===== src/rtl/dense_sequencer.sv =====
// Control sequencer for a dense (fully connected) layer: streams weight rows into
// the datapath, streams activations through it, waits out its pipeline, holds the argmax.
module dense_sequencer #(
  parameter int BIT_DATA = 8,
  parameter int KSIZE    = 10,
  parameter int SIZE     = 128,
  parameter int LATENCY  = 4,
  parameter int BIT_Z    = 16,
  parameter int BIT_O    = 4,
  parameter int BIT_W    = BIT_DATA * KSIZE,
  localparam int AW      = (SIZE > 1) ? $clog2(SIZE) : 1
) (
  input  logic                clock,
  input  logic                reset,
  input  logic                w_valid,
  output logic                w_ready,
  input  logic [BIT_W-1:0]    w_data,
  input  logic                x_valid,
  output logic                x_ready,
  input  logic [BIT_DATA-1:0] x_data,
  input  logic                start,
  output logic                busy,
  output logic                wgt_loaded,
  output logic                dl_load,
  output logic                dl_run,
  output logic [AW-1:0]       dl_addr,
  output logic [BIT_W-1:0]    dl_w,
  output logic [BIT_DATA-1:0] dl_x,
  input  logic [BIT_Z-1:0]    dl_z,
  input  logic [BIT_O-1:0]    dl_index,
  output logic                res_valid,
  input  logic                res_ready,
  output logic [BIT_Z-1:0]    res_z,
  output logic [BIT_O-1:0]    res_index
);

  typedef enum logic [2:0] {IDLE, LOAD, RUN, DRAIN, HOLD} state_t;

  state_t           state_q, state_d;
  logic [AW-1:0]    rc_q, rc_d;
  logic [3:0]       dc_q, dc_d;
  logic             wgt_loaded_q, wgt_loaded_d;
  logic             res_valid_q, res_valid_d;
  logic [BIT_Z-1:0] res_z_q, res_z_d;
  logic [BIT_O-1:0] res_index_q, res_index_d;

  always_ff @(posedge clock or posedge reset) begin
    if (reset) begin
      state_q      <= IDLE;
      rc_q         <= '0;
      dc_q         <= '0;
      wgt_loaded_q <= 1'b0;
      res_valid_q  <= 1'b0;
      res_z_q      <= '0;
      res_index_q  <= '0;
    end else begin
      state_q      <= state_d;
      rc_q         <= rc_d;
      dc_q         <= dc_d;
      wgt_loaded_q <= wgt_loaded_d;
      res_valid_q  <= res_valid_d;
      res_z_q      <= res_z_d;
      res_index_q  <= res_index_d;
    end
  end

  always_comb begin
    state_d      = state_q;
    rc_d         = rc_q;
    dc_d         = dc_q;
    wgt_loaded_d = wgt_loaded_q;
    res_valid_d  = res_valid_q;
    res_z_d      = res_z_q;
    res_index_d  = res_index_q;
    w_ready      = 1'b0;
    x_ready      = 1'b0;
    dl_load      = 1'b0;
    dl_run       = 1'b0;
    dl_w         = '0;
    dl_x         = '0;
    case (state_q)
      IDLE: begin
        if (start && wgt_loaded_q) begin
          state_d = RUN;
        end else if (w_valid) begin
          // Any partial reload invalidates the resident set until it completes.
          state_d      = LOAD;
          wgt_loaded_d = 1'b0;
        end
      end
      LOAD: begin
        w_ready = 1'b1;
        if (w_valid) begin
          dl_load = 1'b1;
          dl_w    = w_data;
          if (rc_q == AW'(SIZE - 1)) begin
            rc_d         = '0;
            wgt_loaded_d = 1'b1;
            state_d      = IDLE;
          end else begin
            rc_d = rc_q + 1'b1;
          end
        end
      end
      RUN: begin
        x_ready = 1'b1;
        if (x_valid) begin
          dl_run = 1'b1;
          dl_x   = x_data;
          if (rc_q == AW'(SIZE - 1)) begin
            rc_d    = '0;
            dc_d    = 4'(LATENCY);
            state_d = DRAIN;
          end else begin
            rc_d = rc_q + 1'b1;
          end
        end
      end
      DRAIN: begin
        dc_d = dc_q - 1'b1;
        // Last drain cycle: the datapath argmax is final, so capture it.
        if (dc_q <= 4'd1) begin
          dc_d        = '0;
          res_z_d     = dl_z;
          res_index_d = dl_index;
          res_valid_d = 1'b1;
          state_d     = HOLD;
        end
      end
      HOLD: begin
        if (res_ready) begin
          res_valid_d = 1'b0;
          state_d     = IDLE;
        end
      end
      default: state_d = IDLE;
    endcase
  end

  assign busy       = (state_q != IDLE);
  assign wgt_loaded = wgt_loaded_q;
  assign dl_addr    = rc_q;
  assign res_valid  = res_valid_q;
  assign res_z      = res_z_q;
  assign res_index  = res_index_q;

endmodule


===== config.mk =====
export PLATFORM = sky130hd
export DESIGN_NAME = dense_sequencer
export DESIGN_NICKNAME = d
export VERILOG_FILES = /design/src/rtl/dense_sequencer.sv
export SDC_FILE = /design/constraint.sdc
export NUM_CORES = 1
export LEC_CHECK = 0
export CAP_MARGIN = 15
export CORE_ASPECT_RATIO = 1.5
export CORE_MARGIN = 2
export CORE_UTILIZATION = 27
export DETAILED_ROUTE_END_ITERATION = 16
export PLACE_DENSITY = 0.87
export SYNTH_ARGS = -nofsm -noshare
export SYNTH_HDL_FRONTEND = slang
export SYNTH_SLANG_ARGS = --single-unit

===== constraint.sdc =====
create_clock -name clock -period 1.9 [get_ports clock]
set_input_delay 0.285 -clock clock [delete_from_list [all_inputs] [get_ports clock]]
set_output_delay 0.285 -clock clock [all_outputs]
set_load 0.02 [all_outputs]

==> impl_metrics.json <==
{
  "status": "finished, final reports clean",
  "rsz0062_at_grt": "yes",
  "min_path_type": "primary input to asynchronous set/reset pin",
  "p_switching_mw": 2.48,
  "syn_nets": 369,
  "wl_um": 13300,
  "pre_cts_slack_ps": -440,
  "path_clk_slew_ps": 60,
  "pwr-share-clk": 0.154,
  "nets": 628,
  "total_power_mw": 6.07,
  "cp-startpoint": "state_q[1]",
  "fin_ws_ps": 8.17,
  "htreeDepth": 2,
  "cts_buffers": 5,
  "wl_per_cell_um": 21.4,
  "switching_share": 0.409,
  "drt.antenna.violating_nets": 0,
  "vdd.ir_drop.worst_mv": 0.723,
  "synth_top_family_by_area": "simple AND/OR/NAND/NOR gates",
  "max_freq_mhz": 529,
  "worstPathRequired_ps": 1620,
  "setup_viol": 0,
  "syn2layout_area_growth_pct": 113,
  "synth_warnings": 0,
  "vias_per_cell": 4.82,
  "r2r-end": "res_z[11]",
  "crit_arrival_ps": 1610,
  "worst-slew-pin-transition_ps": 456,
  "internal_power_mw": 3.59,
  "synth_compound_area_frac": 0.0694,
  "first_pass_iters": 4,
  "critPathMaxFanout": 13,
  "post-route-drc-count": 0,
  "seq_area_frac_synth": 0.373,
  "cts_root_buf": "clkbuf_16",
  "final-hold-violation-count": 0,
  "max_slew_margin": 0.696,
  "netlist_instances": 252,
  "clock_path_buffers": 2,
  "pwr-share-comb": 0.646,
  "seq_power_share": 0.200,
  "ys_types": 42,
  "powerDensity_nw_per_um2": 1180,
  "grt_usage": 0.262,
  "cts_tree": "done",
  "die_y_um": 120,
  "synth_xor_area_frac": 0.0109,
  "post-route-period-util": 0.996,
  "grt_pass1_vias": 3105,
  "synth-simple-area-share": 0.341,
  "postLayoutCoreUtil": 0.587,
  "portBuffers": 235,
  "worst-r2r-cell-count": 7,
  "post-dp-hpwl_um": 10100,
  "synth.avg_cell_area_um2": 9.59,
  "initial_core_util": 0.275,
  "regToRegStartpoint": "dc_q[1]",
  "final.fill_count": 747,
  "vias": 3009,
  "synthAdderAreaFrac": 0.0155,
  "syn_area_um2": 2420,
  "mostFrequentLayoutCells": "clkdlybuf4s50_1, and2_1, buf_2",
  "grt_first_pass_wirelength_um": 18500,
  "die-area_um2": 9740,
  "leakagePower_nw": 2.46,
  "drv_cap": 0,
  "min_period_ps": 1890,
  "antenna_found_initial": 4,
  "start_kind": "flop",
  "die_w_um": 81.3,
  "coreArea_um2": 8780,
  "cts.sinks": 36,
  "final_cells": 624,
  "slew_violations": 0,
  "ioPinCount": 236,
  "endpoint_kind": "output port",
  "dp_cells": 599,
  "fin_skew_ps": 4.57,
  "synth_mux_area_frac": 0.129,
  "cp-endpoint": "dl_w[58]",
  "drive_above_1_share": 0.330,
  "drt_iter0_drc": 305,
  "reg2reg_setup_slack_ps": 60,
  "worstSetupPathType": "flop to output port",
  "grt-ovfl-total": 0,
  "final_common_cell": "clkdlybuf4s50_1",
  "rows": 42,
  "grt_max_degree": 37,
  "gp_congestion": 0.849,
  "ys_ff_latch": 36,
  "fin_setup_tns_ps": 0,
  "clkLatencyLatePin_ps": 280
}
==> Yosys cell counts (all sizes together) <==
cell | n | area (um2)
buf | 12 | 96.3
or4 | 1 | 7.51
nand3b | 3 | 22.5
xnor2 | 2 | 17.5
nand2 | 9 | 33.8
inv | 9 | 33.8
or3 | 2 | 12.5
and2 | 89 | 557
nor4 | 1 | 6.26
nand2b | 2 | 12.5
dfrtp | 36 | 901
nor2 | 11 | 57.6
a21o | 1 | 7.51
a221o | 1 | 10.0
and3 | 1 | 6.26
xor2 | 1 | 8.76
nor2b | 1 | 6.26
a21boi | 2 | 15.0
nand3 | 8 | 40.0
nor3 | 5 | 30.0
a31oi | 1 | 6.26
and3b | 1 | 8.76
o31ai | 1 | 7.51
and4 | 1 | 8.76
o211ai | 1 | 7.51
clkbuf | 5 | 18.8
a32oi | 1 | 8.76
o311ai | 3 | 26.3
nand4 | 1 | 6.26
o32ai | 1 | 8.76
o21ai | 8 | 40.0
a21oi | 6 | 30.0
nand4b | 1 | 8.76
ha | 3 | 37.5
mux2 | 21 | 312
==> timing repair <==
item	4_1_cts	5_1_grt
hold buffers	0	0
gates cloned	4	2
resized for setup	358	64
pin swaps	2	1
setup endpoints to repair	107	109
buffers inserted	8	2
==> sequential cells by signal, indices dropped and copies added, names as in the netlist <==
name / flops
res_z: 16
dl_addr: 7
dc_q: 4
res_index: 4
state_q: 3
res_valid: 1
wgt_loaded: 1
==> metrics by stage <==
stage | instance area [um2] | hold slack (ps)
2_1_floorplan | 2420 | 431
3_3_place_gp | 4960 | 490
3_5_place_dp | 4960 | 493
4_1_cts | 5040 | 427
5_1_grt | 5140 | 482
6_report | 5150 | 441
==> logic make-up (layout without fill, tap and decap cells) <==
group           Yosys count  in the layout
buf+inv                  26            286
xor+xnor                  3              3
simple gates            137            137
mux                      21             21
other cells               0              2
flops                    36             36
compound gates           26             26
fa+ha+maj                 3              3
==> power by group through the flow <==
stage | sequential, mW | clock, mW | combinational, mW
final | 1.21 | 0.938 | 3.92
after global routing | 1.24 | 0.988 | 4.18
after CTS | 1.20 | 0.953 | 3.74
after detailed placement | 1.20 | 0 | 3.61
after global placement | 1.18 | 0 | 3.56
after floorplan | 1.36 | 0 | 1.79
==> routing by layer <==
layer  GRT usage  routed length (um)  up-vias
met5           0                  44        -
met1       0.312                5050     1419
li1            -                   -     1360
met2       0.441                6480      212
met4      0.0540                 126        6
met3       0.105                1650       12
==> critical path: stages, from the launching register on <==
cell and delay [ps]:
dfrtp_1 390, nand2b_4 160, nor2_4 130, buf_12 140, buf_6 110, buf_16 110
and2_1 150, buf_6 120
==> how the worst min path moves through the flow <==
stage               slack [ps]            to  depth (start not counted)
floorplan                  430    wgt_loaded                          2
global placement           490  res_index[2]                          1
detailed placement         490     res_z[12]                          1
CTS                        430    state_q[1]                          3
global route               480     res_z[13]                          3
finish                     440    state_q[1]                          3
==> area by class of cell <==
| type | count | area, um2 | area share |
|---|---|---|---|
| clock buffer | 5 | 125 | 0.0243 |
| sequential | 36 | 901 | 0.175 |
| timing repair buffer | 269 | 2480 | 0.481 |
| clock inverter | 3 | 42.5 | 0.00826 |
| inverter | 9 | 33.8 | 0.00656 |
| multi-input combinational | 190 | 1430 | 0.277 |
| tap | 110 | 138 | 0.0267 |
| antenna | 2 | 5.00 | 0.000972 |
Note: power is estimated with default switching activity, not from simulation.
